===== src/rtl/apb_master_arb.sv =====
// apb_master_arb: two-port round-robin APB master with 2-bit slave decode.
// Optional APB_TIMEOUT_EN forces an error completion after TIMEOUT_CYCLES waits.
module apb_master_arb #(
  parameter int DEC_LSB        = 12,
  parameter int TIMEOUT_CYCLES = 255
) (
  input  logic        PCLK,
  input  logic        PRESETn,
  input  logic        req0,
  input  logic        req1,
  input  logic [31:0] addr0,
  input  logic [31:0] addr1,
  input  logic        write0,
  input  logic        write1,
  input  logic [31:0] wdata0,
  input  logic [31:0] wdata1,
  output logic        ack0,
  output logic        ack1,
  output logic [31:0] rsp_rdata,
  output logic        rsp_err,
  output logic [1:0]  DECODE2BIT,
  output logic [31:0] PADDR,
  output logic        PWRITE,
  output logic        PSEL,
  output logic        PENABLE,
  output logic [31:0] PWDATA,
  input  logic [31:0] PRDATA,
  input  logic        PREADY,
  input  logic        PSLVERR
);
  localparam logic [1:0] IDLE = 2'd0, SETUP = 2'd1, ACCESS = 2'd2;
  logic [1:0]  state_q, state_d, dec_q, dec_d;
  logic        last_q, last_d, gnt_q, gnt_d, pwrite_q, pwrite_d, psel_q, psel_d;
  logic        penable_q, penable_d, ack0_q, ack0_d, ack1_q, ack1_d, err_q, err_d;
  logic [31:0] paddr_q, paddr_d, pwdata_q, pwdata_d, rdata_q, rdata_d, addr_sel;
  logic        elig0, elig1, pick1, done;
`ifdef APB_TIMEOUT_EN
  logic [7:0]  cnt_q, cnt_d;
`endif
  assign elig0    = req0 & ~ack0_q;
  assign elig1    = req1 & ~ack1_q;
  assign pick1    = elig1 & (~elig0 | ~last_q);
  assign addr_sel = pick1 ? addr1 : addr0;
`ifdef APB_TIMEOUT_EN
  assign done = PREADY | (cnt_q == 8'(TIMEOUT_CYCLES - 1));
`else
  assign done = PREADY;
`endif
  always_comb begin
    state_d   = state_q;
    last_d    = last_q;
    gnt_d     = gnt_q;
    paddr_d   = paddr_q;
    pwrite_d  = pwrite_q;
    pwdata_d  = pwdata_q;
    dec_d     = dec_q;
    psel_d    = psel_q;
    penable_d = penable_q;
    rdata_d   = rdata_q;
    err_d     = err_q;
    ack0_d    = 1'b0;
    ack1_d    = 1'b0;
`ifdef APB_TIMEOUT_EN
    cnt_d     = cnt_q;
`endif
    case (state_q)
      IDLE: if (elig0 | elig1) begin
        state_d  = SETUP;
        gnt_d    = pick1;
        last_d   = pick1;
        paddr_d  = addr_sel;
        pwrite_d = pick1 ? write1 : write0;
        pwdata_d = pick1 ? wdata1 : wdata0;
        dec_d    = addr_sel[DEC_LSB+1:DEC_LSB];
        psel_d   = 1'b1;
      end
      SETUP: begin
        state_d   = ACCESS;
        penable_d = 1'b1;
`ifdef APB_TIMEOUT_EN
        cnt_d     = 8'd0;
`endif
      end
      ACCESS: if (done) begin
        state_d   = IDLE;
        psel_d    = 1'b0;
        penable_d = 1'b0;
        ack0_d    = ~gnt_q;
        ack1_d    = gnt_q;
        // a timeout completes with PREADY low: zero data, error set
        rdata_d   = (PREADY & ~pwrite_q) ? PRDATA : 32'd0;
        err_d     = ~PREADY | PSLVERR;
      end else begin
`ifdef APB_TIMEOUT_EN
        cnt_d = cnt_q + 8'd1;
`endif
      end
      default: state_d = IDLE;
    endcase
  end
  always_ff @(posedge PCLK or negedge PRESETn) begin
    if (!PRESETn) begin
      state_q   <= IDLE;
      last_q    <= 1'b1;
      gnt_q     <= 1'b0;
      paddr_q   <= '0;
      pwrite_q  <= 1'b0;
      pwdata_q  <= '0;
      dec_q     <= '0;
      psel_q    <= 1'b0;
      penable_q <= 1'b0;
      rdata_q   <= '0;
      err_q     <= 1'b0;
      ack0_q    <= 1'b0;
      ack1_q    <= 1'b0;
`ifdef APB_TIMEOUT_EN
      cnt_q     <= '0;
`endif
    end else begin
      state_q   <= state_d;
      last_q    <= last_d;
      gnt_q     <= gnt_d;
      paddr_q   <= paddr_d;
      pwrite_q  <= pwrite_d;
      pwdata_q  <= pwdata_d;
      dec_q     <= dec_d;
      psel_q    <= psel_d;
      penable_q <= penable_d;
      rdata_q   <= rdata_d;
      err_q     <= err_d;
      ack0_q    <= ack0_d;
      ack1_q    <= ack1_d;
`ifdef APB_TIMEOUT_EN
      cnt_q     <= cnt_d;
`endif
    end
  end
  assign ack0       = ack0_q;
  assign ack1       = ack1_q;
  assign rsp_rdata  = rdata_q;
  assign rsp_err    = err_q;
  assign DECODE2BIT = dec_q;
  assign PADDR      = paddr_q;
  assign PWRITE     = pwrite_q;
  assign PSEL       = psel_q;
  assign PENABLE    = penable_q;
  assign PWDATA     = pwdata_q;
endmodule


===== config.mk =====
export PLATFORM = sky130hd
export DESIGN_NAME = apb_master_arb
export DESIGN_NICKNAME = d
export VERILOG_FILES = /design/src/rtl/apb_master_arb.sv
export SDC_FILE = /design/constraint.sdc
export NUM_CORES = 1
export LEC_CHECK = 0
export CORE_MARGIN = 5
export CORE_UTILIZATION = 45
export CTS_CLUSTER_SIZE = 28
export DETAILED_ROUTE_END_ITERATION = 8
export PLACE_DENSITY = 0.95
export SLEW_MARGIN = 40
export SYNTH_ARGS = -nofsm -noshare
export SYNTH_HDL_FRONTEND = slang
export SYNTH_SLANG_ARGS = --single-unit

===== constraint.sdc =====
create_clock -name PCLK -period 2.5 [get_ports PCLK]
set_clock_uncertainty 0.1 [all_clocks]
set_input_delay 0.5 -clock PCLK [delete_from_list [all_inputs] [get_ports PCLK]]
set_output_delay 0.5 -clock PCLK [all_outputs]
set_load 0.03 [all_outputs]

* After elaboration in Yosys (flattened, before gate mapping) *
Cells that the tools add are included.

cells by class
  equal/unequal tests = 4
  multiplexer cells = 15
  bitwise operators = 14
  reductions and logical operators = 8

operators with widths
  operator                                                                count
  32-bit two-way mux                                                      3
  2-bit AND reduction                                                     4
  1-bit two-way mux                                                       7
  1-bit NOT                                                               7
  2-bit case mux with 3 select lines                                      1
  1-bit AND                                                               4
  2-bit two-way mux                                                       2
  2-bit inequality test (second input constant)                           2
  1-bit case mux with 2 select lines                                      2
  2-bit nonzero test                                                      2
  1-bit OR                                                                3
  3-bit AND reduction                                                     1
  2-bit by 1-bit equality test with 1-bit output (second input constant)  1
  2-bit equality test (second input constant)                             1
  2-bit zero test                                                         1

storage, ports and cells
  flip-flop bits (word level) = 108
  input port bits = 168
  output and inout bits = 104
  word-level logic and storage cells = 54

* Logic depth before layout (Yosys ltp) *
Gate-level depths: netlist of the first run.

  depth in word-level cells = 6
  mapped depth = 7
  depth with buffers taken out = 4

* Least setup slack after synthesis of the first run *
OpenSTA, ideal clock, no wires.

  path type = register -> register
  from = register ack1_q, in the netlist ack1
  to = register paddr_q[19], in the netlist PADDR[19]
  library setup time = 0.131 ns
  arrival time = 1.515 ns
  required time = 2.269 ns
  slack = 0.754 ns
  stages on the path, launching flop included = 8
  path buffers = 3
  period minus slack after synthesis = 1.746 ns
  cells stage by stage = dfrtp_1 > nand2b_2 > buf_4 > a21o_1 > clkinv_2 > buf_8 > buf_12 > a2bb2oi_2

on the way
  word-level cells in the longest chain between the ends = 4
  elaborated cells on any way between the ends = 6
  those cells by class = mux: 1; bitwise: 4; reduce/logical: 1

ends and longest elaborated chain
  element                                                           line    text
  start: declaration                                                34      logic penable_q, penable_d, ack0_q, ack0_d, ack1_q, ack1_d, err_q, err_d;
  start signal: assignment                                          132     ack1_q <= ack1_d;
  1-bit NOT (*)                                                     41      assign elig1 = req1 & ~ack1_q;
  1-bit AND (*)                                                     41
  1-bit AND / 1-bit OR (equally long branches)                      42, 67
  32-bit two-way mux / 2-bit AND reduction (equally long branches)  n/a
  end signal: assignment                                            123     paddr_q <= paddr_d;
  end: declaration                                                  35      logic [31:0] paddr_q, paddr_d, pwdata_q, pwdata_d, rdata_q, rdata_d, addr_sel;

Mark *: on every way between the ends. The rest lies on a longest branch, timed or not.
A chain may end at the register's enable or synchronous reset.

* Worst setup path in the final report of the first run *
  from = register ack1_q, in the netlist ack1
  to = output port ack1

RTL lines
  element           line  text
  end: declaration  18    output logic ack1,

No word-level cell between the ends.

==> metrics.md, run 1 <==
| Metric | Value |
|---|---|
| DP Area | `8600 sq um` |
| Via/cell ratio | `~6.1` |
| Die H | `about 120 microns` |
| Tightest Pin Transition | `0.590 ns` |
| CP required | `1.90 ns` |
| Path depth of the worst reg2reg path | `5` |
| Final instance area | `8890 sq um` |
| DRC Markers | `0` |
| CTS Hold Buffers Added | `0` |
| CP arrival | `1.48 ns` |
| CTS resizes | `0` |
| Final number of hold-violating endpoints | `0` |
| CTS buffer count | `9` |
| Final Slew Violations | `0` |
| Max Cap Violations | `0` |
| GPL Wtd Cong | `0.853` |
| Overall power | `roughly 11 mW` |
| Crit end category | `output port` |
| Normalized max-slew margin | `0.607` |
| Dpl ws | `0.309 ns` |
| Antenna-violating nets left | `0` |
| Row count | `41` |
| First-pass GRT wire length | `33500 microns` |
| Syn Area/Cell | `10.5 sq um` |
| Yosys top cell area share | `0.447` |
| Pre-Repair DR Iteration Count | `5` |
| RSZ-0062 raised after global routing | `false` |
| Final setup fails | `0` |
| Reg-to-reg startpoint | `state_q[0]` |
| Clock slew at reported path FFs | `about 0.070 ns` |
| LEAKAGE | `3.59 nW` |
| Worst-Skew Late Latency | `roughly 0.34 ns` |
| Hpwl dp | `between 10000 and 15000 microns` |
| Yosys top cell by area | `dfrtp_1` |
| Setup TNS | `0 ns` |
| Clk sink count | `106` |
| Reg area | `2650 sq um` |
| Fin cells | `963` |
| Clock Tree Root | `clkbuf_16` |
| Critical path class | `reg -> out` |
| Final hold slack | `0.120 ns` |
| Core ar. | `12700 sq um` |
| Yosys Warn Count | `0` |
| GRT Resource Usage Total | `0.263` |
| Core Util, Final | `0.699` |
| Most Crowded Layer GR | `met2` |
| Most frequent cells in the layout | `clkdlybuf4s50_1, dfrtp_1, o21ai_0` |
| Htree depth | `3` |
| Layout cell share with drive strength beyond 1 | `0.0924` |
| Placed cells | `between 900 and 1000` |
| Multi-input gate area in the final layout | `2840 sq um` |
| Initial antenna violation count | `0` |
| Synth area leaders | `dfrtp_1, and3b_1, a221oi_1, o21ai_0, a2bb2oi_2` |
| GRT Residual Overflow | `0` |
| DRT iter0 DRCs | `599` |
| Fin crit period | `2.08 ns` |
| Nets@finish | `953` |
| Commonest non-fill, non-tap cell in the layout | `clkdlybuf4s50_1` |
| Pwr/cell area | `between 1000 and 1500 nW/um^2` |
| Reg2reg setup slack | `~0.52 ns` |
| GRT met2 Usage | `0.421` |
| Syn_nets | `729` |
| Hold Crit Class | `in -> async` |
| GR Util met1 | `0.337` |
| R2R Path End | `PWDATA[24]` |
| DR WL/cell | `21.7 microns` |
| Via count | `5836` |
| IO Port Bufs | `between 200 and 300` |
| FMAX | `482 MHz` |
| # Post-CTS Setup Buffers | `0` |
| Crit path launch type | `register` |
| Vias in the first global route | `~6000` |
| Met3 Use GR | `0.0742` |
| Period utilisation layout | `0.830` |
| Outcome | `completed` |
| Register area share after synthesis | `0.452` |
| Drt total wl | `20900 microns` |
| Synth Register Bits | `between 100 and 150` |
| Synthesis-to-finish area growth | `51.4%` |
| Number of top-level pins | `272` |
| Die area | `~15000 sq um` |
| Largest net degree at the start of global routing | `107` |
| Number of distinct library cells after synthesis | `28` |
| Clock Path Buffers | `2` |
| Setup ws final | `~0.42 ns` |
| Gate count of the mapped netlist | `561` |
| VDD IR max | `0.690 mV` |
| Post-synthesis cell area | `5870 sq um` |
| Fill count | `around 910` |
| DIE WIDTH | `124 microns` |
| Initial Utilization | `0.462` |
| CTS tree | `built` |
| Maximum fanout along the worst path | `66` |
-- synthesized netlist by cell type --
| master | instances |
|---|---|
| dfrtp_1 | 105 |
| o21ai_0 | 94 |
| and3b_1 | 66 |
| a221oi_1 | 65 |
| clkbuf_1 | 56 |
| a2bb2oi_1 | 35 |
| nand2_1 | 35 |
| nand2b_1 | 35 |
| a2bb2oi_2 | 30 |
| buf_2 | 11 |
| buf_4 | 4 |
| buf_12 | 3 |
| o21ai_1 | 3 |
| a21oi_1 | 2 |
| inv_1 | 2 |
| nand3b_1 | 2 |
| nor2_1 | 2 |
| a21o_1 | 1 |
| buf_8 | 1 |
| clkbuf_2 | 1 |
| clkinv_2 | 1 |
| dfstp_2 | 1 |
| mux2_2 | 1 |
| mux2i_1 | 1 |
| nand2b_2 | 1 |
| o22ai_1 | 1 |
| o2bb2ai_1 | 1 |
| or2_0 | 1 |
-- worst max path at each step --
stage                            to  cells past startpoint  startpoint
final                          ack1                      2        ack1
after global routing           ack1                      2        ack1
after CTS                   PENABLE                      1     PENABLE
after detailed placement  PWDATA[9]                      5        req0
after global placement       PWRITE                      5        req0
after floorplan           PADDR[19]                      7        ack1
-- cell type report --
| class | count | share of cell area |
|---|---|---|
| timing repair buffer | 289 | 0.323 |
| multi-input combinational | 376 | 0.319 |
| sequential | 106 | 0.298 |
| clock buffer | 14 | 0.0319 |
| tap | 172 | 0.0242 |
| inverter | 3 | 0.00141 |
| clock inverter | 2 | 0.00113 |
| antenna | 1 | 0.000281 |
-- cells by family (layout without fill, tap and decap cells) --
| kind of cell | Yosys count | after routing | share of synthesized area |
|---|---|---|---|
| muxes | 2 | 2 | 0.00362 |
| buffers and inverters | 79 | 308 | 0.0660 |
| and+or+nand+nor | 142 | 142 | 0.164 |
| AOI/OAI and AO/OA | 232 | 232 | 0.314 |
| other | 0 | 1 | 0 |
| DFF | 106 | 106 | 0.452 |
-- flip-flops by register name (all words and copies together), names as in the netlist --
name,count
PWDATA,32
rsp_err,1
PADDR,31
ack1,1
last_q,1
state_q,2
PSEL,1
PWRITE,1
gnt_q,1
DECODE2BIT,1
PENABLE,1
rsp_rdata,32
ack0,1
-- metal layers --
layer / part of all wire / routed length [microns]
met3: 0.097 / 2020
met1: 0.39 / 8070
met5: 0 / 0
met2: 0.48 / 10100
met4: 0.032 / 657
-- power breakdown --
| part | total, mW | switching, mW | internal [mW] |
|---|---|---|---|
| clock network | 1.41 | 0.625 | 0.783 |
| logic | 6.78 | 3.72 | 3.05 |
| registers | 3.13 | 0.574 | 2.55 |
| total | 11.3 | 4.92 | 6.39 |
-- critical path: stages, from the launching register on --
cell and delay [ns]:
dfrtp_1 0.35, buf_4 0.50, buf_4 0.27
Power figures use the tool's default switching activity.
==> run 2: changes to the inputs <==
--- a/config.mk
+++ b/config.mk
@@ -6,10 +6,10 @@
 export NUM_CORES = 1
 export LEC_CHECK = 0
 export CORE_MARGIN = 5
-export CORE_UTILIZATION = 45
+export CORE_UTILIZATION = 38
 export CTS_CLUSTER_SIZE = 28
 export DETAILED_ROUTE_END_ITERATION = 8
-export PLACE_DENSITY = 0.95
+export PLACE_DENSITY = 0.88
 export SLEW_MARGIN = 40
 export SYNTH_ARGS = -nofsm -noshare
 export SYNTH_HDL_FRONTEND = slang
==> constraint.sdc (replaced) <==
create_clock -name PCLK -period 1.8 [get_ports PCLK]
set_clock_uncertainty 0.1 [all_clocks]
set_input_delay 0.36 -clock PCLK [delete_from_list [all_inputs] [get_ports PCLK]]
set_output_delay 0.36 -clock PCLK [all_outputs]
set_load 0.03 [all_outputs]
==> run 2 against run 1 <==
Global-route usage decreased by 4.6 points. Highest routed layer is now met5. Core utilization fell by 10 points. Flip-flop and latch count unchanged. Largest cell class unchanged. Combinational power rose by 31%.
==> metrics.md, run 2 (synthesis gave the netlist of run 1 again) <==
| Metric | Value |
|---|---|
| CTS buffer count | `9 (unchanged)` |
| Outcome | `completed` |
| Pre-Repair DR Iteration Count | `4 (-1)` |
| IO Port Bufs | `271 (unchanged)` |
| CP required | `1.34 ns (-0.56 ns)` |
| Via count | `5644 (-3.3%)` |
| Tightest Pin Transition | `0.394 ns (-0.195 ns)` |
| Reg-to-reg startpoint | `state_q[1]` |
| DRC Markers | `0 (unchanged)` |
| Nets@finish | `967 (+1.5%)` |
| DRT iter0 DRCs | `359 (-40%)` |
| DR WL/cell | `20.0 microns (-7.7%)` |
| Hold Crit Class | `reg -> reg` |
| First-pass GRT wire length | `31300 microns (-6.6%)` |
| Slowest CP cell | `dfrtp_2` |
| Die area | `18000 sq um (+17%)` |
| Crit path launch type | `register` |
| VDD IR max | `0.852 mV (+24%)` |
| Commonest non-fill, non-tap cell in the layout | `clkdlybuf4s50_1` |
| Vias in the first global route | `5738 (-4.6%)` |
| Max Cap Violations | `0 (unchanged)` |
| Pwr/cell area | `1670 nW/um^2 (+31%)` |
| Final hold slack | `0.322 ns (+0.202 ns)` |
| Final Slew Violations | `0 (unchanged)` |
| Worst path cell trace | `buf_6, buf_4` |
| Synthesis-to-finish area growth | `53.8%` |
| Crit path from | `ack1` |
| Initial antenna violation count | `1 (+1)` |
| Fin crit period | `between 1.5 and 2 ns` |
| FMAX | `602 MHz` |
| # Post-CTS Setup Buffers | `0 (unchanged)` |
| Die H | `134 microns (+8.1%)` |
| Fill count | `1296 (+43%)` |
| CP arrival | `1.20 ns (-0.28 ns)` |
| DIE WIDTH | `134 microns (+8.1%)` |
| Number of top-level pins | `272 (unchanged)` |
| Final number of hold-violating endpoints | `0 (unchanged)` |
| Via/cell ratio | `5.70 (-6.0%)` |
| Largest net degree at the start of global routing | `74 (-31%)` |
| Clock Tree Root | `clkbuf_16` |
| LEAKAGE | `3.88 nW (+7.9%)` |
| GRT Resource Usage Total | `0.217 (-0.0464)` |
| Layout cell share with drive strength beyond 1 | `0.108 (+0.0159)` |
| Normalized max-slew margin | `0.738 (+0.131)` |
| GPL Wtd Cong | `0.792 (-7.1%)` |
| Max stage delay on crit path | `0.38 ns (-0.12 ns)` |
| Final setup fails | `0 (unchanged)` |
| Hold_sp | `gnt_q` |
| CTS tree | `built` |
| Maximum fanout along the worst path | `40 (-39%)` |
| Most frequent cells in the layout | `clkdlybuf4s50_1, dfrtp_1, dlygate4sd2_1` |
| Htree depth | `3 (unchanged)` |
| Critical path class | `reg -> out` |
| Critical path buffer and inverter count | `2 (unchanged)` |
| Period utilisation layout | `0.923` |
| Initial Utilization | `0.386 (-0.0753)` |
| Core ar. | `15200 sq um (+19%)` |
| Hpwl dp | `14100 microns (-1.4%)` |
| Setup TNS | `0 ns (unchanged)` |
| Antenna-violating nets left | `0 (unchanged)` |
| Drt total wl | `19800 microns (-5.0%)` |
| RSZ-0062 raised after global routing | `false` |
| Clock Path Buffers | `2 (unchanged)` |
| ANT cells | `0 (-1)` |
| Worst-Skew Late Latency | `0.34 ns (about the same)` |
| Clock slew at reported path FFs | `0.07 ns (about the same)` |
| Crit end category | `output port` |
| Overall power | `15.1 mW (+33%)` |
| Row count | `45 (+9.8%)` |
| GRT Residual Overflow | `0 (unchanged)` |
| Clk sink count | `106 (unchanged)` |
| Worst path top cell family by delay | `buffers and inverters` |
run 2: cell count changes in the layout (fill, tap and decap cells not counted), moves of 4 or more:
cell | previous run | this run
buf_12 | 3 | 15
clkbuf_8 | 4 | 0
clkdlybuf4s50_1 | 268 | 165
dlygate4sd2_1 | 0 | 102
run 2: power by group:
part | leakage (nW) | switching (mW) | total [mW] | internal, mW
clock network | 0.138 | 0.900 | 1.97 | 1.07
logic | 2.48 | 5.12 | 8.87 | 3.75
registers | 1.26 | 0.693 | 4.23 | 3.54
total | 3.88 | 6.71 | 15.1 | 8.36
run 2: stage by stage:
| stage | instance area [sq um] | cells | util | setup WS, ns |
|---|---|---|---|---|
| final | 9030 | 991 | 0.594 | 0.139 |
| after global routing | 9030 | 991 | 0.594 | 0.0561 |
| after CTS | 9030 | 991 | 0.594 | 0.0300 |
| after detailed placement | 8860 | 975 | 0.583 | -0.212 |
| after global placement | 8860 | 975 | 0.583 | -0.114 |
| after floorplan | 5870 | 561 | - | 0.0539 |
run 2: path summary, 6_finish.rpt:
path / endpoint / slack [ns] / depth (start not counted)
hold reg to reg: ack0 / 0.32 / 1
hold / removal: ack0 / 0.32 / 1
min in group asynchronous: PADDR[18] / 0.38 / 2
setup reg to reg: PWDATA[30] / 0.15 / 5
max in group asynchronous: PWDATA[19] / 0.66 / 3
setup / recovery: ack1 / 0.14 / 2
run 2: final cells by class:
class	instances	area, sq um	area share
Clock buffer	10	229	0.0253
Clock inverter	5	56.3	0.00623
Inverter	3	12.5	0.00138
Multi-Input combinational cell	376	2840	0.314
Sequential cell	106	2660	0.294
Tap cell	188	235	0.0260
Timing Repair Buffer	303	3010	0.333
run 2: per-layer routing:
metal  global-route usage  up-vias  wire (microns)
met2                0.332      268            9110
met3               0.0776       45            2170
met1                0.281     2727            7890
li1                     -     2602               -
met5                    0        -              13
met4               0.0860        2             619
run 2: what timing repair did:
| item | CTS | global route |
|---|---|---|
| cloned | 0 | 0 |
| setup endpoints to repair | 102 | 1 |
| endpoints found under the hold margin | 21 | 0 |
| gates resized for setup | 102 | 1 |
| hold buffers | 1 | 0 |
| pin swaps | 0 | 0 |
